### config.mk
export PLATFORM = sky130hd
export DESIGN_NAME = multi_channel_coupling_controller
export DESIGN_NICKNAME = d
export VERILOG_FILES = /design/src/rtl/multi_channel_coupling_controller.sv
export SDC_FILE = /design/constraint.sdc
export NUM_CORES = 1
export LEC_CHECK = 0
export ABC_AREA = 0
export BUFFER_PORTS_ARGS = -buffer_cell sky130_fd_sc_hd__buf_4
export CAP_MARGIN = 30
export CELL_PAD_IN_SITES_DETAIL_PLACEMENT = 1
export CELL_PAD_IN_SITES_GLOBAL_PLACEMENT = 1
export CORE_UTILIZATION = 41
export CTS_CLUSTER_SIZE = 16
export DETAILED_ROUTE_END_ITERATION = 7
export PLACE_DENSITY_LB_ADDON = 0.1
export SYNTH_ARGS = -nofsm -noshare
export SYNTH_HDL_FRONTEND = slang
export SYNTH_SLANG_ARGS = --single-unit
### constraint.sdc
create_clock -name clk -period 9.65 [get_ports clk]
set_clock_uncertainty 0.2 [all_clocks]
set_input_delay 2.895 -clock clk [delete_from_list [all_inputs] [get_ports clk]]
set_output_delay 2.895 -clock clk [all_outputs]
set_load 0.05 [all_outputs]
### src/rtl/multi_channel_coupling_controller.sv
// multi_channel_coupling_controller
//
// Purpose: per-channel coupling-mode manager. Each channel moves between
// MODULATORY and HARMONIC coupling through a timed TRANSITION state. Moves are
// driven by debounced Kuramoto-sync / boundary-power thresholds, with an
// optional SIE phase override. A shared admission limit caps how many channels
// may be in (or heading toward) HARMONIC at once. PAC and harmonic gains slew
// toward per-mode targets at a fixed step per tick.
//
// Ports:
//   clk, rst                 clock; synchronous active-high reset
//   clk_en                   tick enable; every register holds while low
//   ch_enable[N_CH]          per-channel enable mask
//   kuramoto_R               packed signed Q14 sync metric, channel k at [k*WIDTH +: WIDTH]
//   boundary_power           packed signed Q14 boundary power, same packing
//   sie_phase[3]             shared SIE phase (2..4 active, 5 decay)
//   r_high_thresh, r_low_thresh, boundary_thresh
//                            shared thresholds; 0 selects the built-in default
//   coupling_mode[2*N_CH]    per-channel mode: 00 MODULATORY, 01 TRANSITION, 10 HARMONIC
//   pac_gain, harmonic_gain  packed per-channel Q14 gains
//   mode_transition_active   high while the channel is in TRANSITION
//   harmonic_count[4]        channels in HARMONIC or in TRANSITION heading up
module multi_channel_coupling_controller #(
  parameter int WIDTH             = 18,
  parameter int FRAC              = 14,
  parameter int N_CH              = 4,
  parameter int TRANSITION_CYCLES = 100,
  parameter int DEBOUNCE_CYCLES   = 20,
  parameter int RAMP_STEP         = 8,
  parameter int MAX_HARMONIC      = N_CH
) (
  input  logic                   clk,
  input  logic                   rst,
  input  logic                   clk_en,
  input  logic [N_CH-1:0]        ch_enable,
  input  logic [N_CH*WIDTH-1:0]  kuramoto_R,
  input  logic [N_CH*WIDTH-1:0]  boundary_power,
  input  logic [2:0]             sie_phase,
  input  logic [WIDTH-1:0]       r_high_thresh,
  input  logic [WIDTH-1:0]       r_low_thresh,
  input  logic [WIDTH-1:0]       boundary_thresh,
  output logic [2*N_CH-1:0]      coupling_mode,
  output logic [N_CH*WIDTH-1:0]  pac_gain,
  output logic [N_CH*WIDTH-1:0]  harmonic_gain,
  output logic [N_CH-1:0]        mode_transition_active,
  output logic [3:0]             harmonic_count
);

  typedef enum logic [1:0] {
    MODE_MOD   = 2'b00,
    MODE_TRANS = 2'b01,
    MODE_HARM  = 2'b10
  } mode_t;

  localparam int DW = (DEBOUNCE_CYCLES < 1) ? 1 : $clog2(DEBOUNCE_CYCLES + 1);
  localparam int TW = (TRANSITION_CYCLES < 2) ? 1 : $clog2(TRANSITION_CYCLES);

  localparam logic [DW-1:0] DEB_MAX = DW'(DEBOUNCE_CYCLES);
  localparam logic [TW-1:0] T_LAST  = TW'(TRANSITION_CYCLES - 1);
  localparam logic [4:0]    MAX_H   = 5'(MAX_HARMONIC);

  // Gain levels expressed in Q(FRAC): 1.0, 0.5 and 0.125.
  localparam logic signed [WIDTH-1:0] GAIN_ONE  = WIDTH'(1 << FRAC);
  localparam logic signed [WIDTH-1:0] GAIN_HALF = WIDTH'(1 << (FRAC - 1));
  localparam logic signed [WIDTH-1:0] GAIN_LOW  = WIDTH'(1 << (FRAC - 3));
  localparam logic signed [WIDTH-1:0] STEP_W    = WIDTH'(RAMP_STEP);
  localparam logic signed [WIDTH:0]   STEP_E    = (WIDTH + 1)'(RAMP_STEP);

  localparam logic signed [WIDTH-1:0] R_HIGH_DEF  = WIDTH'(9011);
  localparam logic signed [WIDTH-1:0] R_LOW_DEF   = WIDTH'(5734);
  localparam logic signed [WIDTH-1:0] B_ENTRY_DEF = WIDTH'(4915);
  localparam logic signed [WIDTH-1:0] B_EXIT_DEF  = WIDTH'(2458);

  mode_t                   mode_q  [N_CH];
  mode_t                   mode_d  [N_CH];
  logic                    dir_up_q[N_CH];
  logic                    dir_up_d[N_CH];
  logic [DW-1:0]           deb_q   [N_CH];
  logic [DW-1:0]           deb_d   [N_CH];
  logic [TW-1:0]           tcnt_q  [N_CH];
  logic [TW-1:0]           tcnt_d  [N_CH];
  logic signed [WIDTH-1:0] pac_q   [N_CH];
  logic signed [WIDTH-1:0] pac_d   [N_CH];
  logic signed [WIDTH-1:0] harm_q  [N_CH];
  logic signed [WIDTH-1:0] harm_d  [N_CH];
  logic [3:0]              harmonic_count_q;
  logic [3:0]              harmonic_count_d;

  logic signed [WIDTH-1:0] r_high, r_low, b_entry, b_exit;
  logic signed [WIDTH-1:0] r_ch[N_CH];
  logic signed [WIDTH-1:0] b_ch[N_CH];
  logic [N_CH-1:0]         raw_entry, raw_exit;
  logic                    sie_active, sie_decay;

  // Saturating debounce step: clears whenever the watched condition fails.
  function automatic logic [DW-1:0] sat_inc(input logic [DW-1:0] v, input logic holds);
    if (!holds)          return '0;
    if (v == DEB_MAX)    return DEB_MAX;
    return v + 1'b1;
  endfunction

  // Slew toward the target by one step, landing exactly when within a step.
  function automatic logic signed [WIDTH-1:0] ramp(input logic signed [WIDTH-1:0] cur,
                                                    input logic signed [WIDTH-1:0] tgt);
    logic signed [WIDTH:0] err;
    err = {tgt[WIDTH-1], tgt} - {cur[WIDTH-1], cur};
    if (err > STEP_E)       return cur + STEP_W;
    else if (err < -STEP_E) return cur - STEP_W;
    else                    return tgt;
  endfunction

  // Threshold selection; the exit boundary tracks half the programmed entry
  // boundary (arithmetic shift keeps the sign) when one is supplied.
  always_comb begin
    r_high  = (r_high_thresh   == '0) ? R_HIGH_DEF  : r_high_thresh;
    r_low   = (r_low_thresh    == '0) ? R_LOW_DEF   : r_low_thresh;
    b_entry = (boundary_thresh == '0) ? B_ENTRY_DEF : boundary_thresh;
    b_exit  = (boundary_thresh == '0) ? B_EXIT_DEF
                                      : {boundary_thresh[WIDTH-1], boundary_thresh[WIDTH-1:1]};
    sie_active = (sie_phase >= 3'd2) && (sie_phase <= 3'd4);
    sie_decay  = (sie_phase == 3'd5);
  end

  // Raw, undebounced entry/exit conditions per channel (signed compares).
  always_comb begin
    for (int k = 0; k < N_CH; k++) begin
      r_ch[k]      = kuramoto_R[k*WIDTH +: WIDTH];
      b_ch[k]      = boundary_power[k*WIDTH +: WIDTH];
      raw_entry[k] = (r_ch[k] >= r_high) && (b_ch[k] >= b_entry);
      raw_exit[k]  = ((r_ch[k] < r_low) && (b_ch[k] < b_exit)) ||
                     (sie_decay && (r_ch[k] < r_low));
    end
  end

  // Mode state machine. Channels are visited in index order so that
  // admission grants to lower indices count against higher ones within the
  // same tick. Any request to head toward HARMONIC (fresh entry, reversal, or
  // SIE force) passes through the same admission check. The debounce counter
  // restarts whenever the watched condition changes meaning (new direction).
  always_comb begin
    logic [4:0] up_count;
    logic       opposing;
    logic       want_up;
    up_count = {1'b0, harmonic_count_q};
    for (int k = 0; k < N_CH; k++) begin
      mode_d[k]   = mode_q[k];
      dir_up_d[k] = dir_up_q[k];
      deb_d[k]    = deb_q[k];
      tcnt_d[k]   = tcnt_q[k];
      opposing    = 1'b0;
      want_up     = 1'b0;
      if (!ch_enable[k]) begin
        mode_d[k]   = MODE_MOD;
        dir_up_d[k] = 1'b0;
        deb_d[k]    = '0;
        tcnt_d[k]   = '0;
      end else begin
        case (mode_q[k])
          MODE_MOD: begin
            deb_d[k] = sat_inc(deb_q[k], raw_entry[k]);
            want_up  = sie_active || (raw_entry[k] && (deb_q[k] == DEB_MAX));
            if (want_up && (up_count < MAX_H)) begin
              up_count    = up_count + 5'd1;
              mode_d[k]   = MODE_TRANS;
              dir_up_d[k] = 1'b1;
              tcnt_d[k]   = '0;
              deb_d[k]    = '0;
            end
          end
          MODE_HARM: begin
            opposing = raw_exit[k] && !sie_active;
            deb_d[k] = sat_inc(deb_q[k], opposing);
            if (opposing && (deb_q[k] == DEB_MAX)) begin
              mode_d[k]   = MODE_TRANS;
              dir_up_d[k] = 1'b0;
              tcnt_d[k]   = '0;
              deb_d[k]    = '0;
            end
          end
          MODE_TRANS: begin
            if (dir_up_q[k]) begin
              opposing = raw_exit[k] && !sie_active;
              deb_d[k] = sat_inc(deb_q[k], opposing);
              if (opposing && (deb_q[k] == DEB_MAX)) begin
                dir_up_d[k] = 1'b0;
                tcnt_d[k]   = T_LAST - tcnt_q[k];
                deb_d[k]    = '0;
              end else if (tcnt_q[k] == T_LAST) begin
                mode_d[k] = MODE_HARM;
                tcnt_d[k] = '0;
              end else begin
                tcnt_d[k] = tcnt_q[k] + 1'b1;
              end
            end else begin
              opposing = raw_entry[k];
              deb_d[k] = sat_inc(deb_q[k], opposing);
              want_up  = sie_active || (opposing && (deb_q[k] == DEB_MAX));
              if (want_up && (up_count < MAX_H)) begin
                up_count    = up_count + 5'd1;
                dir_up_d[k] = 1'b1;
                tcnt_d[k]   = T_LAST - tcnt_q[k];
                deb_d[k]    = '0;
              end else if (tcnt_q[k] == T_LAST) begin
                mode_d[k] = MODE_MOD;
                tcnt_d[k] = '0;
              end else begin
                tcnt_d[k] = tcnt_q[k] + 1'b1;
              end
            end
          end
          default: begin
            mode_d[k]   = MODE_MOD;
            dir_up_d[k] = 1'b0;
            deb_d[k]    = '0;
            tcnt_d[k]   = '0;
          end
        endcase
      end
    end
  end

  // Occupancy of the HARMONIC budget after this tick's moves.
  always_comb begin
    harmonic_count_d = '0;
    for (int k = 0; k < N_CH; k++) begin
      if ((mode_d[k] == MODE_HARM) || ((mode_d[k] == MODE_TRANS) && dir_up_d[k]))
        harmonic_count_d = harmonic_count_d + 4'd1;
    end
  end

  // Gains chase the targets of the mode being entered, so a slew starts on
  // the same tick the mode change is registered.
  always_comb begin
    for (int k = 0; k < N_CH; k++) begin
      case (mode_d[k])
        MODE_HARM: begin
          pac_d[k]  = ramp(pac_q[k],  GAIN_LOW);
          harm_d[k] = ramp(harm_q[k], GAIN_ONE);
        end
        MODE_TRANS: begin
          pac_d[k]  = ramp(pac_q[k],  GAIN_HALF);
          harm_d[k] = ramp(harm_q[k], GAIN_HALF);
        end
        default: begin
          pac_d[k]  = ramp(pac_q[k],  GAIN_ONE);
          harm_d[k] = ramp(harm_q[k], GAIN_LOW);
        end
      endcase
    end
  end

  // All state advances only on enabled ticks; reset discards any transition
  // progress and snaps gains to their MODULATORY values.
  always_ff @(posedge clk) begin
    if (rst) begin
      for (int k = 0; k < N_CH; k++) begin
        mode_q[k]   <= MODE_MOD;
        dir_up_q[k] <= 1'b0;
        deb_q[k]    <= '0;
        tcnt_q[k]   <= '0;
        pac_q[k]    <= GAIN_ONE;
        harm_q[k]   <= GAIN_LOW;
      end
      harmonic_count_q <= '0;
    end else if (clk_en) begin
      for (int k = 0; k < N_CH; k++) begin
        mode_q[k]   <= mode_d[k];
        dir_up_q[k] <= dir_up_d[k];
        deb_q[k]    <= deb_d[k];
        tcnt_q[k]   <= tcnt_d[k];
        pac_q[k]    <= pac_d[k];
        harm_q[k]   <= harm_d[k];
      end
      harmonic_count_q <= harmonic_count_d;
    end
  end

  // Outputs are straight flop taps.
  always_comb begin
    for (int k = 0; k < N_CH; k++) begin
      coupling_mode[2*k +: 2]          = mode_q[k];
      pac_gain[k*WIDTH +: WIDTH]       = pac_q[k];
      harmonic_gain[k*WIDTH +: WIDTH]  = harm_q[k];
      mode_transition_active[k]        = (mode_q[k] == MODE_TRANS);
    end
    harmonic_count = harmonic_count_q;
  end

endmodule
After elaboration in Yosys (flattened, before gate mapping):

Memories as Yosys holds them, arrays and structs flattened.
Cells that the tools add are included.

* input port bits: 208
* memories: 6
* word-level logic and storage cells: 622
* flip-flop bits (word level): 4
* RAM bits: 204
* output and inout bits: 160

* magnitude comparators: 70
* mux-type cells: 385
* eq/ne operators: 25
* add/sub/neg operators: 58
* reduce and logical (&&, ||, !) cells: 53
* bitwise operators: 24

Memories
* harm_q: depth 4, bits a word 18, rd ports 4, clocked after Yosys merged registers in 0, write ports 4, RTL line 84 `logic signed [WIDTH-1:0] harm_q [N_CH];`
* pac_q: depth 4, bits a word 18, rd ports 4, clocked after Yosys merged registers in 0, write ports 4, RTL line 82 `logic signed [WIDTH-1:0] pac_q [N_CH];`
* tcnt_q: depth 4, bits a word 7, rd ports 4, clocked after Yosys merged registers in 0, write ports 4, RTL line 80 `logic [TW-1:0] tcnt_q [N_CH];`
* deb_q: depth 4, bits a word 5, rd ports 4, clocked after Yosys merged registers in 0, write ports 4, RTL line 78 `logic [DW-1:0] deb_q [N_CH];`
* mode_q: depth 4, bits a word 2, rd ports 4, clocked after Yosys merged registers in 0, write ports 4, RTL line 74 `mode_t mode_q [N_CH];`
* dir_up_q: depth 4, bits a word 1, rd ports 4, clocked after Yosys merged registers in 0, write ports 4, RTL line 76 `logic dir_up_q[N_CH];`

Operators by type and width (number)
* 2-to-1 mux 18 bit: 60
* > comparator 19 x 5 -> 1 bit, second input constant: 24
* < comparator 19 x 4 -> 1 bit, second input constant: 24
* 2-to-1 mux 5 bit: 85
* case mux 18 bit (2 select lines): 8
* 2-to-1 mux 7 bit: 32
* subtractor 13 x 18 -> 19 bit, first input constant: 8
* subtractor 15 x 18 -> 19 bit, first input constant: 8
* subtractor 16 x 18 -> 19 bit, first input constant: 8
* adder 18 x 5 -> 18 bit, second input constant: 8
* greater-or-equal comparator 18 bit: 8
* < comparator 18 bit: 8
* subtractor 18 x 5 -> 18 bit, second input constant: 8
* 2-to-1 mux 1 bit: 142
* case mux 7 bit (3 select lines): 4
* 2-to-1 mux 2 bit: 36
* case mux 5 bit (3 select lines): 4
* logical NOT 18 bit: 3
* logical AND 1 bit: 33
* adder 5 x 1 -> 5 bit, second input constant: 6
* case mux 5 bit (2 select lines): 3
* adder 7 x 1 -> 7 bit, second input constant: 4
* equality test 7 bit, second input constant: 4
* subtractor 7 bit, first input constant: 4
* 17 further kinds: 83

Longest topological paths before layout:

* depth after elaboration: 33
* gate-level depth with buffers: 29

Worst setup path before layout:

Ideal clock, no wire load.

* path kind: input to register
* start: input port boundary_thresh[2]
* end: register harmonic_count_q[2], in the netlist harmonic_count[2]
* buffers on the path: 1
* slack: -0.024 ns
* library setup time: 0.060 ns
* cell stages on the path: 27
* arrival: 9.415 ns
* path through: or4_1 -> nor4_1 -> or2_2 -> ha_1 -> or3b_1 -> o2111a_1 -> a2111oi_0 -> a2bb2oi_1 -> a211oi_1 -> a311o_1 -> nor3_1 -> inv_1 -> mux2i_1 -> o211ai_1 -> or2_2 -> ha_1 -> clkbuf_1 -> a41o_1 -> ha_1 -> nand2b_1 -> o22ai_1 -> a211o_1 -> ha_1 -> nand2_1 -> nand4_1 -> a311oi_1 -> o311a_1

* cells in the longest elaborated chain, start to end: 33
* elaborated cells between the ends (all ways): 139
* those cells by class: add/sub: 5; order compare: 11; eq/ne: 8; mux: 74; reduce/logical: 41

Ends and longest elaborated chain
* start: declaration: RTL line 41 `input logic [WIDTH-1:0] boundary_thresh,`
* logical NOT 18 bit: RTL line 117, 118
* 2-to-1 mux 18 bit: RTL line 117 `b_entry = (boundary_thresh == '0) ? B_ENTRY_DEF : boundary_thresh;`
* greater-or-equal comparator 18 bit: RTL line 129 `raw_entry[k] = (r_ch[k] >= r_high) && (b_ch[k] >= b_entry);`
* logical AND 1 bit: RTL line 129
* logical AND 1 bit: RTL line 161, 197
* logical OR 1 bit: RTL line 161, 197
* logical AND 1 bit: RTL line 162, 198
* 2-to-1 mux 5 bit: RTL line 162, 198
* [17 not listed]
* 2-to-1 mux 2 bit: RTL line 198 `if (want_up && (up_count < MAX_H)) begin`
* 2-to-1 mux 2 bit: RTL line 181 `if (dir_up_q[k]) begin`
* case mux 2 bit (3 select lines): RTL line 158 `case (mode_q[k])`
* 2-to-1 mux 2 bit: RTL line 152 `if (!ch_enable[k]) begin`
* equality test 2 x 1 -> 1 bit: RTL line 226 `if ((mode_d[k] == MODE_HARM) || ((mode_d[k] == MODE_TRANS) && dir_up_d[k]))`
* logical AND 1 bit: RTL line 226
* logical OR 1 bit: RTL line 226
* 2-to-1 mux 4 bit *: RTL line 226
* end signal: assignment: RTL line 274 `harmonic_count_q <= harmonic_count_d;`
* end: declaration: RTL line 86 `logic [3:0] harmonic_count_q;`

Every way passes the cells marked *; elsewhere a longest branch is shown, timed or not.
A chain may end at the register's enable or synchronous reset.

==> flow_summary.json <==
{
  "path_clk_slew_ps": 90,
  "clock_latency_ps": 500,
  "post_drt_wl_per_cell_um": 21.9,
  "fin_util": 0.478,
  "path_class": "input pin to flip-flop",
  "peakVddDrop_uv": 124,
  "synthCells": 3812,
  "synth_edf_count": 180,
  "r2r-start": "deb_q[0][0]$_SDFFCE_PN0N_",
  "run_status": "finished clean",
  "endpoint_kind": "flip-flop",
  "critPathSlowestCell": "or4_1",
  "synth-seq-cells": 184,
  "arrival_ps": 9510,
  "ys.flop_type": "edfxtp_1",
  "die_w_um": 270,
  "antenna_found_initial": 2,
  "place_inst": 4987,
  "min_path_type": "flip-flop to flip-flop",
  "syn_to_final_growth_pct": 14.7,
  "critical_path.top_delay_family": "compound AO/OA/AOI/OAI gates",
  "fp-row-count": 97,
  "grt_use_total": 0.293,
  "finalSetupViolCount": 0,
  "vias": 31500,
  "die-area_um2": 72800,
  "r2r-end": "harmonic_count[2]$_SDFFE_PP0P_",
  "relSlewSlack": 0.312,
  "final_common_cell": "buf_4",
  "core_um2": 70500,
  "cp.depth": 32,
  "cts_buffer_depth": 2,
  "htreeDepth": 4,
  "final_nets": 4617,
  "clock-sinks": 184,
  "placed_cell_area_um2": 33100,
  "required_ps": 9890,
  "die_h_um": 270,
  "hpwlAfterDp_mm": 85.6,
  "drt-initial-drc-count": 2108,
  "slowest_delay_ps": 520,
  "grt_max_degree": 87,
  "initial_core_util": 0.417,
  "n_fill_cell": 8784,
  "wl_mm": 110,
  "globalRoute.totalOverflow": 0,
  "worst-path-max-fanout": 8,
  "cts_tree": "built",
  "ios": 368,
  "r2r_cells": 24,
  "syn_avg_cell_area_um2": 7.71,
  "grt_pass1_vias": 31000,
  "async_flop_share": 0,
  "finalCritPeriodShare": 0.960,
  "period_needed_ps": 9270,
  "total_power_w": 0.00388,
  "worst_pin_slew_ps": 1030,
  "max_freq_mhz": 108,
  "cts_root_buf": "clkbuf_16",
  "power.leakage_nw": 13.8,
  "first_pass_iters": 5,
  "fin_area_um2": 33700,
  "final_cell_mix": "buf_4, nor2_1, ha_1",
  "ff2ff_setup_slack_ps": 3850,
  "powerDensity_nw_per_um2": 115,
  "yosysWarnings": 0,
  "crit_start": "boundary_thresh[2]",
  "drive_above_1_share": 0.147,
  "drtAntennaViolNets": 0,
  "port_buffers": 343,
  "multi_input_area_um2": 22300,
  "gp_congestion": 0.929,
  "slew_violations": 0,
  "ff_latch_area_um2": 5490,
  "syn-cell-area_um2": 29400,
  "finalHoldViolations": 0,
  "startpoint_type": "input pin",
  "endpoint": "harmonic_count[2]$_SDFFE_PP0P_",
  "cp_num_buf_inv": 4,
  "ys_seq_area_frac": 0.187,
  "drc_errors": 0,
  "synth_cell_types": 112,
  "max_cap_violations": 0,
  "final_cells": 5022,
  "grt_pass1_wl_mm": 174,
  "routed_via_density": 6.28,
  "worst_hold_slack_ps": 437,
  "cts_buffers": 17
}
-- through the flow --
stage	setup WS [ps]	TNS [ps]
floorplan	158	0
global placement	36.4	0
detailed placement	-170	-1020
CTS	333	0
global route	-26.6	-26.6
finish	381	0
-- how the worst min path moves through the flow --
stage | from | to | slack (ps) | cells after the start
after floorplan | deb_q[1][4]$_SDFFCE_PN0N_ | deb_q[1][4]$_SDFFCE_PN0N_ | 370 | 2
after global placement | deb_q[1][4]$_SDFFCE_PN0N_ | deb_q[1][4]$_SDFFCE_PN0N_ | 410 | 2
after detailed placement | deb_q[1][4]$_SDFFCE_PN0N_ | deb_q[1][4]$_SDFFCE_PN0N_ | 400 | 2
after CTS | deb_q[0][0]$_SDFFCE_PN0N_ | deb_q[0][0]$_SDFFCE_PN0N_ | 430 | 1
after global routing | deb_q[0][0]$_SDFFCE_PN0N_ | deb_q[0][0]$_SDFFCE_PN0N_ | 460 | 1
final | tcnt_q[2][0]$_SDFFCE_PN0P_ | tcnt_q[2][0]$_SDFFCE_PN0P_ | 440 | 1
-- flip-flops by register name, indices dropped and copies added (netlist names) --
register        count
harm_q             60
tcnt_q             28
pac_q              60
mode_q              8
deb_q              20
dir_up_q            4
harmonic_count      4
-- cells in the mapped netlist (14+ instances only) --
cell	instances	area (um^2)
nor2_1	355	1330
ha_1	341	4270
nand2_1	266	998
a21oi_1	228	1140
clkbuf_1	193	724
edfxtp_1	180	5410
o21ai_0	175	876
nand3_1	169	846
inv_1	166	623
xnor2_1	134	1170
nor3_1	132	661
and3_1	76	475
xor2_1	72	631
a21o_1	71	533
nand4_1	68	425
nand2b_1	67	419
mux2i_1	61	611
nor2b_1	58	363
a211oi_1	56	420
nor4_1	53	332
a221oi_1	49	429
a31oi_1	48	300
and2_1	45	282
o22ai_1	40	250
o211ai_1	38	285
or3_1	36	225
o221ai_1	34	298
o31ai_1	30	225
o21a_1	26	195
buf_4	25	188
nor3b_1	25	188
or4_1	25	188
a22oi_1	24	180
a211o_1	20	175
or2_2	19	119
buf_1	18	67.6
buf_2	18	90.1
a2111oi_0	17	149
a21boi_0	16	120
o32ai_1	16	140
a22o_1	15	131
mux2_2	15	169
a311oi_1	14	123
-- report_power, final --
part | switching, W | internal, W
clock | 0.000407 | 0.000346
combinational | 0.00120 | 0.000741
sequential | 0.000226 | 0.000957
-- repair_timing --
item	CTS	global route
gates resized for setup	0	4
endpoints found under the setup margin	0	5
setup buffers	0	1
hold buffers	0	0
-- worst reg2reg max path: stages, from the launching register on --
cell	delay (ps)
edfxtp_1	440
inv_1	80
ha_1	140
nand4b_1	210
nor2_1	290
or4b_1	490
a2111oi_0	460
a211o_1	210
ha_1	160
nand4_1	150
nand3_1	210
mux2i_2	110
o21bai_1	140
a21oi_1	110
and3_1	190
ha_1	220
and2_1	180
a41oi_1	270
o21ai_0	210
mux2i_1	250
ha_1	230
o21ai_0	90
a31o_2	220
a311oi_1	270
o311a_1	200
-- layer usage --
metal | vias to the layer above | global-route usage | wire, um
li1 | 14900 | - | -
met5 | - | 0 | 12
met3 | 146 | 0.0297 | 4170
met2 | 755 | 0.491 | 52100
met1 | 15700 | 0.396 | 50800
met4 | 2 | 0.0899 | 2780
-- kinds of logic after synthesis --
family / synth area share
buffers and inverters: 0.0599
other: 0.000128
adder cells (fa/ha/maj): 0.146
XOR/XNOR: 0.0614
AND/OR/NAND/NOR: 0.259
AO/OA/AOI/OAI: 0.259
multiplexers: 0.0288
flip-flops: 0.187
-- area by class of cell --
class / instances / area share
Antenna cell: 1 / 0.0000742
Inverter: 172 / 0.0193
Clock buffer: 17 / 0.0126
Multi-Input combinational cell: 3221 / 0.660
Clock inverter: 15 / 0.00449
Sequential cell: 184 / 0.163
Tap cell: 940 / 0.0349
Timing Repair Buffer: 472 / 0.106
No activity file was read; power rests on OpenSTA's default activity.
